==> src/rtl/uart_cmd_framer.sv <==
// Assembles UART bytes into 3-byte command frames (opcode, addr, data), validates
// the opcode and presents each frame on a valid/ready interface with error pulses.
module uart_cmd_framer #(
    parameter int         TO_BITS    = 16,
    parameter logic [7:0] CMD_PING   = 8'h01,
    parameter logic [7:0] CMD_WRITE  = 8'h02,
    parameter logic [7:0] CMD_READ   = 8'h03,
    parameter logic [7:0] CMD_RUN    = 8'h04,
    parameter logic [7:0] CMD_HALT   = 8'h05,
    parameter logic [7:0] CMD_STEP   = 8'h06,
    parameter logic [7:0] CMD_SET_PC = 8'h07,
    parameter logic [7:0] CMD_GET_PC = 8'h08
) (
    input  logic               clk,
    input  logic               rst_n,
    input  logic [TO_BITS-1:0] timeout_cyc,
    input  logic [7:0]         rx_data,
    input  logic               rx_valid,
    output logic               cmd_valid,
    input  logic               cmd_ready,
    output logic [2:0]         cmd_op,
    output logic [7:0]         cmd_addr,
    output logic [7:0]         cmd_data,
    output logic               err_opcode,
    output logic               err_timeout,
    output logic               err_overrun,
    output logic               busy
);

    localparam logic [1:0] S_IDLE  = 2'd0;
    localparam logic [1:0] S_ADDR  = 2'd1;
    localparam logic [1:0] S_DATA  = 2'd2;
    localparam logic [1:0] S_ISSUE = 2'd3;

    localparam logic [TO_BITS-1:0] CNT_ONE = TO_BITS'(1);
    localparam logic [TO_BITS-1:0] CNT_MAX = '1;

    // Returns {known, op_index}; op_index is 0 when the opcode is unknown.
    function automatic logic [3:0] decode_op(input logic [7:0] b);
        logic [3:0] res;
        res = 4'b0000;
        case (b)
            CMD_PING:   res = 4'b1000;
            CMD_WRITE:  res = 4'b1001;
            CMD_READ:   res = 4'b1010;
            CMD_RUN:    res = 4'b1011;
            CMD_HALT:   res = 4'b1100;
            CMD_STEP:   res = 4'b1101;
            CMD_SET_PC: res = 4'b1110;
            CMD_GET_PC: res = 4'b1111;
            default:    res = 4'b0000;
        endcase
        return res;
    endfunction

    logic [1:0]         r_state;
    logic [7:0]         r_opcode;
    logic               r_opc_ok;
    logic [2:0]         r_op;
    logic [7:0]         r_addr;
    logic [7:0]         r_data;
    logic [TO_BITS-1:0] r_idle_cnt;
    logic               r_err_opcode;
    logic               r_err_timeout;
    logic               r_err_overrun;

    logic [3:0]         w_rx_dec;
    logic [3:0]         w_lat_dec;
    logic               w_expired;

    assign w_rx_dec  = decode_op(rx_data);
    assign w_lat_dec = decode_op(r_opcode);
    // Expiry cycle: counter shows timeout_cyc completed idle cycles; a byte here still wins.
    assign w_expired = (timeout_cyc != '0) && (r_idle_cnt == timeout_cyc);

    always_ff @(posedge clk or negedge rst_n) begin
        if (!rst_n) begin
            r_state       <= S_IDLE;
            r_opcode      <= 8'h00;
            r_opc_ok      <= 1'b0;
            r_op          <= 3'd0;
            r_addr        <= 8'h00;
            r_data        <= 8'h00;
            r_idle_cnt    <= '0;
            r_err_opcode  <= 1'b0;
            r_err_timeout <= 1'b0;
            r_err_overrun <= 1'b0;
        end else begin
            r_err_opcode  <= 1'b0;
            r_err_timeout <= 1'b0;
            r_err_overrun <= 1'b0;
            case (r_state)
                S_IDLE: begin
                    r_idle_cnt <= '0;
                    if (rx_valid) begin
                        r_opcode <= rx_data;
                        r_opc_ok <= w_rx_dec[3];
                        r_state  <= S_ADDR;
                    end
                end
                S_ADDR: begin
                    if (rx_valid) begin
                        r_addr     <= rx_data;
                        r_idle_cnt <= '0;
                        r_state    <= S_DATA;
                    end else if (w_expired) begin
                        r_err_timeout <= 1'b1;
                        r_idle_cnt    <= '0;
                        r_state       <= S_IDLE;
                    end else if (r_idle_cnt != CNT_MAX) begin
                        r_idle_cnt <= r_idle_cnt + CNT_ONE;
                    end
                end
                S_DATA: begin
                    if (rx_valid) begin
                        r_data     <= rx_data;
                        r_idle_cnt <= '0;
                        if (r_opc_ok) begin
                            r_op    <= w_lat_dec[2:0];
                            r_state <= S_ISSUE;
                        end else begin
                            r_err_opcode <= 1'b1;
                            r_state      <= S_IDLE;
                        end
                    end else if (w_expired) begin
                        r_err_timeout <= 1'b1;
                        r_idle_cnt    <= '0;
                        r_state       <= S_IDLE;
                    end else if (r_idle_cnt != CNT_MAX) begin
                        r_idle_cnt <= r_idle_cnt + CNT_ONE;
                    end
                end
                S_ISSUE: begin
                    r_idle_cnt <= '0;
                    // A byte coinciding with the handshake starts the next frame.
                    if (cmd_ready) begin
                        if (rx_valid) begin
                            r_opcode <= rx_data;
                            r_opc_ok <= w_rx_dec[3];
                            r_state  <= S_ADDR;
                        end else begin
                            r_state <= S_IDLE;
                        end
                    end else if (rx_valid) begin
                        r_err_overrun <= 1'b1;
                    end
                end
                default: r_state <= S_IDLE;
            endcase
        end
    end

    assign cmd_valid   = (r_state == S_ISSUE);
    assign busy        = (r_state != S_IDLE);
    assign cmd_op      = r_op;
    assign cmd_addr    = r_addr;
    assign cmd_data    = r_data;
    assign err_opcode  = r_err_opcode;
    assign err_timeout = r_err_timeout;
    assign err_overrun = r_err_overrun;

endmodule
==> config.mk <==
export PLATFORM = sky130hd
export DESIGN_NAME = uart_cmd_framer
export DESIGN_NICKNAME = d
export VERILOG_FILES = /design/src/rtl/uart_cmd_framer.sv
export SDC_FILE = /design/constraint.sdc
export NUM_CORES = 1
export LEC_CHECK = 0
export ABC_AREA = 1
export CAP_MARGIN = 20
export CORE_MARGIN = 4
export CORE_UTILIZATION = 56
export DETAILED_ROUTE_END_ITERATION = 12
export GPL_ROUTABILITY_DRIVEN = 0
export GPL_TIMING_DRIVEN = 0
export PLACE_DENSITY = 0.84
export RECOVER_POWER = 100
export SLEW_MARGIN = 20
export SYNTH_ARGS = -nofsm -noshare
export SYNTH_HDL_FRONTEND = slang
export SYNTH_SLANG_ARGS = --single-unit
==> constraint.sdc <==
create_clock -name clk -period 4.4 [get_ports clk]
set_input_delay 0.88 -clock clk [delete_from_list [all_inputs] [get_ports clk]]
set_output_delay 0.88 -clock clk [all_outputs]
set_load 0.01 [all_outputs]
== Word-level counts from Yosys, hierarchy flattened ==
Memories as Yosys holds them, arrays and structs flattened.
Index checks and enable logic that the tools add are counted.

* $add $sub $neg: 1
* Eq/ne operators: 8
* Muxes and demuxes: 29
* Reductions and logical operators: 14

{| class="wikitable"
|+ Operators with widths
! cell !! number
|-
| $mux 16 || 3
|-
| $pmux 16 s2 || 1
|-
| $add 16x1->16 const B || 1
|-
| $eq 16x16->1 || 1
|-
| $mux 8 || 2
|-
| $ne 16x16->1 const B || 1
|-
| $pmux 8 s2 || 1
|-
| $reduce_bool 16->1 || 1
|-
| $mux 1 || 12
|-
| $mux 2 || 6
|-
| $logic_not 4->1 || 2
|-
| $pmux 2 s4 || 1
|-
| $reduce_and 2->1 || 4
|-
| $eq 2x2->1 const B || 2
|-
| $mux 4 || 1
|-
| $ne 4x1->1 const B || 1
|-
| $reduce_bool 2->1 || 2
|-
| $reduce_or 2->1 || 2
|-
| $mux 3 || 1
|-
| $reduce_and 3->1 || 1
|-
| $eq 2x1->1 const B || 1
|-
| $logic_not 2->1 || 1
|-
| $ne 2x1->1 const B || 1
|-
| $ne 2x2->1 const B || 1
|-
| 2 further kinds || 2
|}

* Bits in registers: 49
* Bits in read-only memories: 128
* Bits of input ports: 28
* Output and inout port bits: 24
* Memories: 2

{| class="wikitable"
|+ Memory list
! memory !! words !! bits a word !! read ports !! clocked after memory_dff !! write ports !! line !! text
|-
| (name not given) || 16 || 4 || 1 || 0 || 0 || 42 || <nowiki>case (b)</nowiki>
|-
| (name not given) || 16 || 4 || 1 || 0 || 0 || 42 ||
|}

== Depth between registers and ports, before layout ==
* Depth in word-level cells: 5
* Depth in mapped cells: 11
* Gate-level depth less buffers: 11

== Worst setup path before layout ==
Ideal clock, no wire load.

* Path type: input-to-reg
* From: input port timeout_cyc[3]
* To: register r_idle_cnt[11]
* Setup time: 0.123 ns
* Data arrival time: 1.722 ns
* Data required time: 4.277 ns
* Path slack: 2.555 ns
* Stages: 11
* Cell sequence: inv_1 > nand2_1 > nand2_1 > nor2_1 > nand2_1 > nor2_1 > nand3_2 > nand2_4 > inv_2 > o21ai_1 > a21oi_1

* Cells in the longest elaborated chain, start to end: 5
* Elaborated cells on any way between the ends: 7

{| class="wikitable"
|+ RTL lines
! what !! line !! text
|-
| start: declaration || 16 || <nowiki>input logic [TO_BITS-1:0] timeout_cyc,</nowiki>
|-
| $eq 16x16->1 or $reduce_bool 16->1 (tied branches) || 74 || <nowiki>assign w_expired = (timeout_cyc != '0) && (r_idle_cnt == timeout_cyc);</nowiki>
|-
| $logic_and 1x1->1 * || 74 ||
|-
| $mux 16 || 125 || <nowiki>end else if (w_expired) begin</nowiki>
|-
| $mux 16 || 115 || <nowiki>if (rx_valid) begin</nowiki>
|-
| $pmux 16 s2 || 92 || <nowiki>case (r_state)</nowiki>
|-
| end signal: assignment || 111 || <nowiki>r_idle_cnt <= r_idle_cnt + CNT_ONE;</nowiki>
|-
| end signal: assignment || 130 || <nowiki>r_idle_cnt <= r_idle_cnt + CNT_ONE;</nowiki>
|-
| end: declaration || 62 || <nowiki>logic [TO_BITS-1:0] r_idle_cnt;</nowiki>
|}

Every way passes the cells marked *; elsewhere a longest branch is shown, timed or not.
A chain may end at the register's enable or synchronous reset.

==> implementation parameters <==
Parameter                              Value

Global routing
  Via count of the first global-routing pass    ~2,600
  Antenna violations before repair    0
  Largest net degree at the start of global routing    28
  Global-route wire length before repair    approximately 11 mm
  Global routing usage summed across all routing layers    a little under a quarter
  Overflow left after global routing    0

Power and ir drop
  Sw Ratio    38.8%
  Flop pwr share    42.5%
  Clock power share    a little under a fifth
  P_sw    about 0.0006 W
  Cell Pwr Density    ~450 nW/um2
  Internal Dissipation    around 0.00095 W
  Peak VDD IR    ~0.3 mV
  Lkg Pwr    between 1.5 and 2 nW
  Comb power frac    between 30% and 40%

Die
  Top-level I/O count    52
  Total Die Area    roughly 6100 um2
  Area of the core    4750 um2
  Row cnt    25
  Horiz. Die Dim    between 70 and 80 um
  Starting utilization of the core area    57.9%
  Overall die height    about 78 um

Setup path
  Critical Path Source Type    input port
  Dominant delay contributor by cell family on the critical path    buffers and inverters
  Worst Setup End Kind    async pin
  Critical path cell sequence    clkbuf_1, clkbuf_1
  Worst Setup Path Type    in -> async
  Slowest library cell on the worst path    clkbuf_1
  Crit path from    rst_n
  CP max FO    27
  FF-to-FF Start    r_idle_cnt[10]
  Crit path largest cell delay    1100 ps
  Most common cell on crit path    clkbuf_1
  Worst R2R End    r_idle_cnt[11]
  Arrival @ worst endpoint    ~2900 ps
  Worst EP required    approximately 4600 ps
  Number of cells on the worst reg-to-reg path    11
  Critical Path End    r_opcode[3]
  CP Depth    2
  Critical path buffers and inverters    2
  Worst-case register-to-register setup slack    2320 ps

Logic synthesis
  Number of distinct standard cells referenced by the synthesized netlist    33
  Sequential share of the synthesized area    44.5%
  Number of warnings issued by yosys    0
  Average cell area after synthesis    approximately 7.5 um2
  Share of async-settable or async-resettable flops after synthesis    100%
  EDFF count, synth    0
  Syn_nets    403
  Synthesized netlist cell count    about 370
  Number of register bits inferred by synthesis    49
  Post-Syn Area    between 2000 and 3000 um2
  Most used flip-flop cell after synthesis    dfrtp_1

Clock tree
  Clk Latency, worst-skew pair    around 310 ps
  Maximum buffer depth of the clock tree    2
  Cts hold-fix bufs    0
  Total setup buffers inserted after CTS    0
  Number of buffers created by CTS    5
  Deepest level of the CTS H-tree    2
  CTS Root Buffer Type    clkbuf_8
  Total of cells resized after clock tree synthesis    0
  CTS tree    built
  Clock Sink Count    between 40 and 50
  Register clock-pin slew on the reported worst setup and hold paths    roughly 90 ps

Cells and area
  Fraction of the core area covered by cells at the end of the flow    a little over 70%
  Area grow syn2layout    24.1%
  Final Net Count    about 460
  Antenna diode count    0
  Share of post-route cells with drive strength above 1    between 5 and 6%

STA
  Highest achievable clock rate    approximately 370 MHz
  Crit path setup slack, layout    approximately 1700 ps
  Clock period minus worst slack    ~2700 ps
  Part of the cycle the worst path needs    between 60% and 70%
  Worst rel slew slack    6.30%
  Actual transition at the worst max-transition pin    approximately 1400 ps
  Count of final setup violators    0
  Unrepaired setup endpoints after global routing    false
  Final sum of negative setup slack    0 ps
  Final hold violations    0
  Clk_skew    8.37 ps
  Final Slew Violations    0

Detailed routing
  Count of vias placed by the detailed router    about 2,600
  WL/cell    13.3 um
  Met1 layer wirelength in the final routing    between 2 and 3 mm
  Number of violations reported at the end of detailed-routing iteration 0    214
  Met3 Routed Length    approximately 420 um
  First-pass iteration count of the detailed router    6
  Final wirelength    approximately 6.5 mm
  Antenna violation net count after detailed routing    0
  Met2 WL post-DR    between 3 and 4 mm
  Highest metal layer with signal wires    met4
  Drt via density    about 5.2
  DRC    0

Placement
  Final HPWL from detailed placement    5.06 mm
  Number of buffer cells added on primary ports    50
  Post-place setup slack    1860 ps

Status
  Status    finished clean

Run
  Max-cap violations    0

Worst hold path
  Hold crit path type    reg -> reg
==> worst reg2reg max path: stages (launching register included) <==
cell and delay (ps):
dfrtp_1 500, inv_2 120, nand2_1 70, nand2_1 50, nor2_2 110, nand2_1 60
nor2_1 160, nand3_2 90, nand2_1 340, inv_1 250, o21ai_0 140, a21oi_1 60
==> registers in the layout, summed over array words and instances (netlist names) <==
signal / flops
err_opcode: 1
cmd_addr: 8
err_overrun: 1
cmd_data: 8
err_timeout: 1
r_idle_cnt: 16
r_state: 2
r_opc_ok: 1
r_opcode: 8
cmd_op: 3
==> worst min-delay path by stage <==
stage,from,to,depth (start not counted)
floorplan,r_opc_ok,err_opcode,1
global placement,cmd_op[2],cmd_op[2],2
detailed placement,cmd_op[2],cmd_op[2],2
CTS,cmd_op[2],cmd_op[2],2
global route,r_opc_ok,err_opcode,1
finish,cmd_op[2],cmd_op[2],2
==> cells by family after synthesis <==
logic type	after synthesis	synth area share [%]
AOI/OAI and AO/OA	54	11.3
xor gates and xnor gates	2	0.636
adders and majority gates	10	4.54
buffers and inverters	65	8.86
DFF	49	44.5
and+or+nand+nor	185	30.2
==> synth_stat cells (2+ instances only) <==
master,n,area (um2)
a211oi_1,2,15.0
nand2_1,111,417
ha_1,10,125
nor4_1,6,37.5
nand2_4,2,22.5
nor2_1,24,90.1
inv_1,55,206
a31oi_1,3,18.8
nand3_1,13,65.1
o21ai_0,30,150
o21ai_1,3,15.0
xor2_1,2,17.5
nor3_1,10,50.1
clkbuf_1,4,15.0
nor2_2,6,37.5
a21oi_1,8,40.0
inv_2,5,18.8
dfrtp_1,49,1230
o211a_1,2,20.0
o31ai_1,2,15.0
nand4_1,6,37.5
==> layout make-up <==
cell class | instances | area, um2
well taps | 67 | 83.8
clock buffers | 5 | 68.8
plain buffers | 4 | 15.0
repair buffers | 51 | 498
clock inverters | 3 | 28.8
flip-flops and latches | 49 | 1230
multi-input cells | 251 | 1270
inverters | 61 | 229
fillers | 388 | 1340
==> layout by cell type (no fill, tap or decap), drive strengths merged, types with 11 or more instances in the layout <==
| cell type | n |
|---|---|
| nand2 | 114 |
| inv | 62 |
| dfrtp | 49 |
| o21ai | 33 |
| nor2 | 31 |
| dlygate4sd3 | 27 |
| clkdlybuf4s50 | 22 |
| nand3 | 14 |
| nor3 | 12 |
| clkbuf | 11 |
==> power groups by stage <==
stage          Sequential [W]  Combinational (W)  Clock (W)
6_report             0.000658           0.000601   0.000290
5_1_grt              0.000675           0.000683   0.000313
4_1_cts              0.000661           0.000643   0.000293
3_5_place_dp         0.000665           0.000639          0
3_3_place_gp         0.000665           0.000613          0
2_1_floorplan        0.000683           0.000324          0
==> routing by layer <==
layer | track usage [%] | vias to the layer above
met5 | 0 | -
met4 | 8.74 | 0
met3 | 4.70 | 13
met2 | 37.7 | 94
met1 | 30.4 | 1176
li1 | - | 1287
==> per-stage QoR <==
stage,std cells,total power [W],hold slack [ps],instance area (um2)
3_3_place_gp,482,0.00128,466,3340
5_1_grt,491,0.00167,540,3420
2_1_floorplan,365,0.00101,449,2760
6_report,491,0.00155,480,3420
3_5_place_dp,483,0.00130,470,3350
4_1_cts,491,0.00160,491,3450
(Power assumes the default switching activity.)
